**src/rtl/wb_bus_arbiter.sv**
```systemverilog
// Wishbone system-bus arbiter: CPU wrapper versus NDMA round-robin DMA masters.
// Ownership moves only between bus cycles, with one dead cycle at each handover.
// DMA tenure is bounded by a hold counter. The CPU keeps a minimum window after
// it regains the bus.
module wb_bus_arbiter #(
   parameter int NDMA     = 2,
   parameter int HOLD_MAX = 64,
   parameter int CPU_SLOT = 8
) (
   input  logic            clk_p,
   input  logic            rst_n,
   input  logic            cpu_cyc_i,
   input  logic [NDMA-1:0] dma_req_i,
   input  logic [NDMA-1:0] dma_cyc_i,
   output logic            cpu_gnt_o,
   output logic [NDMA-1:0] dma_gnt_o,
   output logic [2:0]      owner_o,
   output logic            dma_active_o
);

   // A parameter value of 0 still needs a 1-bit counter so the vectors stay legal.
   localparam int HW = (HOLD_MAX > 0) ? $clog2(HOLD_MAX + 1) : 1;
   localparam int SW = (CPU_SLOT > 0) ? $clog2(CPU_SLOT + 1) : 1;

   localparam logic [1:0] ST_CPU     = 2'd0;
   localparam logic [1:0] ST_GAP_IN  = 2'd1;
   localparam logic [1:0] ST_DMA     = 2'd2;
   localparam logic [1:0] ST_GAP_OUT = 2'd3;

   logic [1:0]      state_q, state_d;
   logic            cpu_gnt_q, cpu_gnt_d;
   logic [NDMA-1:0] dma_gnt_q, dma_gnt_d;
   logic [2:0]      owner_q, owner_d;
   logic            active_q, active_d;
   logic [HW-1:0]   hold_q, hold_d;
   logic [SW-1:0]   slot_q, slot_d;

   logic [NDMA-1:0] owner_oh;
   logic            owner_req;
   logic            owner_cyc;
   logic            hold_expired;
   logic            hi_found;
   logic [2:0]      hi_idx;
   logic [2:0]      lo_idx;
   logic [2:0]      pick_idx;

   // One-hot decode of the latched owner, so the owner's request and cyc can be
   // selected without indexing a narrow vector with the 3-bit owner field.
   for (genvar gi = 0; gi < NDMA; gi++) begin : g_owner_oh
      assign owner_oh[gi] = (owner_q == 3'(gi));
   end

   assign owner_req    = |(dma_req_i & owner_oh);
   assign owner_cyc    = |(dma_cyc_i & owner_oh);
   assign hold_expired = (HOLD_MAX > 0) && (hold_q == '0);

   // Round-robin pick. The lowest requester above the last owner wins; otherwise
   // the search wraps to the lowest requester overall, which may be the owner.
   always_comb begin
      hi_found = 1'b0;
      hi_idx   = '0;
      lo_idx   = '0;
      for (int i = NDMA - 1; i >= 0; i--) begin
         if (dma_req_i[i]) begin
            lo_idx = 3'(i);
            if (i > int'(owner_q)) begin
               hi_found = 1'b1;
               hi_idx   = 3'(i);
            end
         end
      end
      pick_idx = hi_found ? hi_idx : lo_idx;
   end

   // Next-state and next-output logic for the ownership FSM and both counters.
   always_comb begin
      state_d   = state_q;
      cpu_gnt_d = cpu_gnt_q;
      dma_gnt_d = dma_gnt_q;
      owner_d   = owner_q;
      hold_d    = hold_q;
      slot_d    = slot_q;
      case (state_q)
         ST_CPU: begin
            if (slot_q != '0) begin
               slot_d = slot_q - SW'(1);
            end
            // An in-progress CPU cycle is never cut, and the slot window must expire.
            if (!cpu_cyc_i && (slot_q == '0) && (|dma_req_i)) begin
               owner_d   = pick_idx;
               cpu_gnt_d = 1'b0;
               state_d   = ST_GAP_IN;
            end
         end
         ST_GAP_IN: begin
            if (owner_req) begin
               dma_gnt_d = owner_oh;
               hold_d    = HW'(HOLD_MAX);
               state_d   = ST_DMA;
            end else begin
               // The request was withdrawn: return to the CPU without a slot window.
               cpu_gnt_d = 1'b1;
               state_d   = ST_CPU;
            end
         end
         ST_DMA: begin
            if ((HOLD_MAX > 0) && (hold_q != '0)) begin
               hold_d = hold_q - HW'(1);
            end
            // A forced release waits for the owner's current bus cycle to end.
            if (!owner_req || (hold_expired && !owner_cyc)) begin
               dma_gnt_d = '0;
               state_d   = ST_GAP_OUT;
            end
         end
         default: begin
            cpu_gnt_d = 1'b1;
            slot_d    = SW'(CPU_SLOT);
            state_d   = ST_CPU;
         end
      endcase
      active_d = |dma_gnt_d;
   end

   // State and output registers; a reset drops DMA grants without waiting for a clock edge.
   always_ff @(posedge clk_p or negedge rst_n) begin
      if (!rst_n) begin
         state_q   <= ST_CPU;
         cpu_gnt_q <= 1'b1;
         dma_gnt_q <= '0;
         owner_q   <= 3'(NDMA - 1);
         active_q  <= 1'b0;
         hold_q    <= '0;
         slot_q    <= '0;
      end else begin
         state_q   <= state_d;
         cpu_gnt_q <= cpu_gnt_d;
         dma_gnt_q <= dma_gnt_d;
         owner_q   <= owner_d;
         active_q  <= active_d;
         hold_q    <= hold_d;
         slot_q    <= slot_d;
      end
   end

   assign cpu_gnt_o    = cpu_gnt_q;
   assign dma_gnt_o    = dma_gnt_q;
   assign owner_o      = owner_q;
   assign dma_active_o = active_q;

endmodule

```
**config.mk**
```make
export PLATFORM = sky130hd
export DESIGN_NAME = wb_bus_arbiter
export DESIGN_NICKNAME = d
export VERILOG_FILES = /design/src/rtl/wb_bus_arbiter.sv
export SDC_FILE = /design/constraint.sdc
export NUM_CORES = 1
export LEC_CHECK = 0
export ABC_AREA = 1
export BUFFER_PORTS_ARGS = -buffer_cell sky130_fd_sc_hd__buf_2
export CAP_MARGIN = 0
export CORE_MARGIN = 5
export CORE_UTILIZATION = 45
export DETAILED_ROUTE_END_ITERATION = 6
export GPL_TIMING_DRIVEN = 0
export PLACE_DENSITY_LB_ADDON = 0.3
export SYNTH_ARGS = -nofsm -noshare
export SYNTH_HDL_FRONTEND = slang
export SYNTH_SLANG_ARGS = --single-unit
export TNS_END_PERCENT = 30
```
**constraint.sdc**
```tcl
create_clock -name clk_p -period 4.1 [get_ports clk_p]
set_clock_uncertainty 0.1 [all_clocks]
set_input_delay 1.025 -clock clk_p [delete_from_list [all_inputs] [get_ports clk_p]]
set_output_delay 1.025 -clock clk_p [all_outputs]
set_load 0.005 [all_outputs]
```
Word level (Yosys, flattened, before mapping)
Index checks and enable logic that the tools add are counted.

Register bits: 20. Bits of input ports: 7. Output and inout port bits: 7. Logic and storage cells: 69.

Add/sub/neg operators: 2. Magnitude comparators: 1. Equal/unequal tests: 9. Multiplexer cells: 22. Bitwise logic cells: 4. Reduce and logical (&&, ||, !) cells: 24.

Operators by type and width (number): 2-to-1 mux 7 bit (2); one-hot mux 7 bit (2 select lines) (1); != test 2 bit (second input constant) (6); 2-to-1 mux 2 bit (5); OR reduction 2 bit (5); one-hot mux 4 bit (2 select lines) (1); zero test 7 bit (1); 2-to-1 mux 1 bit (7); nonzero test 7 bit (1); subtractor 7 x 1 -> 7 bit (second input constant) (1); 2-to-1 mux 3 bit (2); one-hot mux 2 bit (3 select lines) (1); AND reduction 2 bit (3); AND reduction 3 bit (2); AND 2 bit (2); zero test 4 bit (1); 2-to-1 mux 4 bit (1); one-hot mux 2 bit (2 select lines) (1); nonzero test 4 bit (1); subtractor 4 x 1 -> 4 bit (second input constant) (1); equality test 3 x 1 -> 1 bit (second input constant) (1); greater-than comparator 1 x 3 -> 1 bit (first input constant) (1); logical AND 1 bit (3); zero test 1 bit (3); 8 further kinds (9).

Logic depth before layout (Yosys ltp)
Depth in word-level cells: 9. Depth in mapped cells: 9.

Worst setup path after synthesis
Ideal clock, no wire load.

Path type: input to register. Start point: input port dma_req_i[1]. End point: register active_q (netlist: dma_active_o). Setup time: 0.121 ns. Arrival time: 1.583 ns. Data required time: 3.879 ns. Slack: 2.296 ns. Cell stages on the path: 8. Buffers on the path: 0. Cell sequence: nand2_1 -> nand2_2 -> inv_1 -> nor2_1 -> nand2_2 -> nand2_2 -> a21oi_2 -> nand2_1.

Longest elaborated chain between the ends: 7. Elaborated cells between the ends (all ways): 8. Classes of those cells: 3 x mux; 1 x bitwise; 4 x reduce/logical.

RTL lines: start, declared (RTL line 13) `input logic [NDMA-1:0] dma_req_i,`; AND 2 bit (*) (RTL line 53) `assign owner_req = |(dma_req_i & owner_oh);`; OR reduction 2 bit (*) (RTL line 53); zero test 1 bit (RTL line 111) `if (!owner_req || (hold_expired && !owner_cyc)) begin`; logical OR 1 bit (RTL line 111); 2-to-1 mux 2 bit (RTL line 111); one-hot mux 2 bit (2 select lines) (*) (RTL line 83) `case (state_q)`; OR reduction 2 bit (*) (RTL line 122) `active_d = |dma_gnt_d;`; named net active_d (RTL line 34) `logic active_q, active_d;`; end signal, assigned (RTL line 140) `active_q <= active_d;`; end, declared (RTL line 34).

The timed path passes the listed nets; every way through them passes the cells marked *. A chain may end at the register's enable or synchronous reset.

Final worst setup path
Start point: register owner_q[0] (netlist: owner_o[0]). End point: output port owner_o[0].

RTL lines: start, declared (RTL line 33) `logic [2:0] owner_q, owner_d;`; start signal, assigned (RTL line 131) `owner_q <= 3'(NDMA - 1);`; start signal, assigned (RTL line 139) `owner_q <= owner_d;`; end, declared (RTL line 17) `output logic [2:0] owner_o,`.

No word-level cell between the ends.

==> flow_summary.json <==
{
  "synth_top_area_share_pct": 37.4,
  "finish.net_count": 167,
  "worstSetupEndpointType": "output pin",
  "crit_arrival_ns": 0.99,
  "cts_buffers": 3,
  "synth_seq_cells": 18,
  "maxCapViolations": 0,
  "rows": 17,
  "worstPathRequired_ns": 2.97,
  "wl_microns": 1910,
  "cp_num_cells": 1,
  "synth.top_cells.by_area": "dfrtp_1, nand2_1, inv_1",
  "p_leak_nw": 0.629,
  "grt.overflow.total": 0,
  "cts_tree": "done",
  "hold_class": "flip-flop to flip-flop",
  "drv_slew": 0,
  "die_w_microns": 58.8,
  "yosys_warnings": 0,
  "gp_congestion": 0.819,
  "cts_root_buffer": "clkbuf_4",
  "vias": 884,
  "finalCriticalPeriod_ns": 2.11,
  "cpLargestDelayFamily": "flip-flops",
  "wl_per_cell_microns": 10.5,
  "ant_nets": 0,
  "io_pins": 14,
  "clkTransAtPathRegs_ns": 0.10,
  "cts_resized": 0,
  "hold_buffers": 0,
  "fin_setup_tns_ns": 0,
  "yosys.area.top_type": "dfrtp_1",
  "design_area_sq_um": 1190,
  "r2r-start": "state_q[0]",
  "reg2reg_depth": 8,
  "core_sq_um": 2230,
  "r2r_slack_ns": 2.46,
  "status": "finished, final reports clean",
  "syn_to_final_growth_pct": 10.9,
  "grt_max_degree": 19,
  "pwr_density_cell_nw_per_um2": 812,
  "drtIter0Drc": 21,
  "setup.worst_path.class": "flip-flop to output pin",
  "track_usage_pct": 12.9,
  "final_common_cell": "nand2_1",
  "critPathCapture": "owner_o[0]",
  "drive_gt1_share_pct": 20.3,
  "synth-seq-area-share_pct": 42.3,
  "clockBufferDepth": 2,
  "fin_crit_sh_pct": 51.6,
  "clk_latency_ns": 0.28,
  "antenna_found_initial": 0,
  "synth.cell_area_sq_um": 1070,
  "clock_sinks": 18,
  "syn_inst": 138,
  "max_freq_ghz": 0.473,
  "io_buffer_count": 11,
  "worst-path-buf-inv": 1,
  "cp-start-kind": "flip-flop",
  "hold_violations": 0,
  "synthDistinctLibCells": 24,
  "vdd_drop_max_uv": 350,
  "num_antenna_cells": 0,
  "startpoint": "owner_o[0]",
  "critPathMaxFanout": 6,
  "htree_num_levels": 1,
  "setup_viol": 0,
  "layout_common_cells": "nand2_1, inv_1, dfrtp_1, o21ai_0, nor2_1",
  "crit_path_top_delay_cell": "dfstp_2",
  "dp_hpwl_microns": 1550,
  "die_y_microns": 58.8,
  "vias_per_cell": 4.88,
  "drtPass1Iterations": 4,
  "grt_pass1_vias": 900,
  "grt_first_pass_wirelength_microns": 3530,
  "drc_errors": 0,
  "die_area_sq_um": 3460,
  "slowest_delay_ns": 0.59,
  "grt_setup_unrepaired": "no",
  "worstPathCellList": "buf_2",
  "start_util_pct": 48.0,
  "post_cts_buffers": 0,
  "postPlaceCellArea_sq_um": 1160,
  "r2r-end": "dma_active_o",
  "syn_avg_cell_area_sq_um": 7.76
}
-- where the power goes --
group          internal (mW)  switching (mW)  total [mW]
combinational          0.214           0.354       0.568
sequential             0.261          0.0519       0.313
clock                 0.0340          0.0497      0.0838
total                  0.508           0.456       0.965
-- worst register-to-register path: cells and delay by family (launching register included) --
kind / cells / cell delay (ns)
flops: 1 / 0.37
simple gates: 4 / 0.33
buf+inv: 2 / 0.31
fa+ha+maj: 1 / 0.28
compound gates: 1 / 0.14
-- how the worst min path moves through the flow --
| stage | from | end | slack, ns | cells past startpoint |
|---|---|---|---|---|
| floorplan | hold_q[1] | hold_q[1] | 0.35 | 2 |
| finish | cpu_gnt_o | cpu_gnt_o | 0.40 | 2 |
| detailed placement | cpu_gnt_o | cpu_gnt_o | 0.39 | 2 |
| CTS | cpu_gnt_o | cpu_gnt_o | 0.40 | 2 |
| global placement | hold_q[1] | hold_q[1] | 0.37 | 2 |
| global route | cpu_gnt_o | cpu_gnt_o | 0.42 | 2 |
-- sequential cells by signal, indices dropped and copies added (netlist names) --
signal        flops
hold_q            7
slot_q            4
dma_gnt_o         2
dma_active_o      1
cpu_gnt_o         1
state_q           2
owner_o           1
-- cell type report --
type	instances	area [sq um]
inverters	24	90.1
plain buffers	2	15.0
repair buffers	11	55.1
multi-input cells	95	517
clock buffers	3	22.5
flip-flops and latches	18	453
well taps	28	35.0
fillers	222	1050
-- through the flow --
stage               util [%]  power, mW  hold WS (ns)  instances  setup WS [ns]
floorplan                  -      0.765         0.353        139           2.30
global placement        52.2      0.863         0.368        178           2.08
detailed placement      52.2      0.886         0.387        178           2.03
CTS                     53.2      0.974         0.402        181           1.98
global route            53.2       1.09         0.421        181           1.92
finish                  53.2      0.965         0.396        181           1.99
-- logic make-up (layout without fill, tap and decap cells) --
logic type | Yosys count | in the layout | share of synthesized area, %
other cells | 1 | 2 | 0.350
xor+xnor | 4 | 4 | 3.27
compound gates | 26 | 26 | 14.3
simple gates | 58 | 58 | 24.2
fa+ha+maj | 5 | 5 | 5.84
flops | 18 | 18 | 42.3
buf+inv | 26 | 40 | 9.81
-- cells in the mapped netlist --
master / instances
nor2_2: 2
dfrtp_1: 16
a21boi_0: 1
xor2_1: 3
conb_1: 1
buf_4: 2
nor2_1: 12
a21oi_2: 3
nand2_1: 27
xnor2_1: 1
o21ai_1: 2
o22ai_1: 2
o21ai_2: 1
nand2_2: 6
nor3_1: 1
inv_1: 24
a21boi_1: 1
o21ai_0: 14
a21oi_1: 2
dfstp_2: 2
ha_1: 5
nand3_1: 8
nand4_1: 1
nor2_4: 1
-- routing by layer --
layer / vias up / routed length, microns / GRT usage [%]
met4: 0 / 16 / 4.21
met2: 17 / 904 / 22.4
met3: 2 / 78 / 2.19
li1: 461 / - / -
met5: - / 0 / 0
met1: 404 / 906 / 16.0
(Power assumes the default switching activity.)
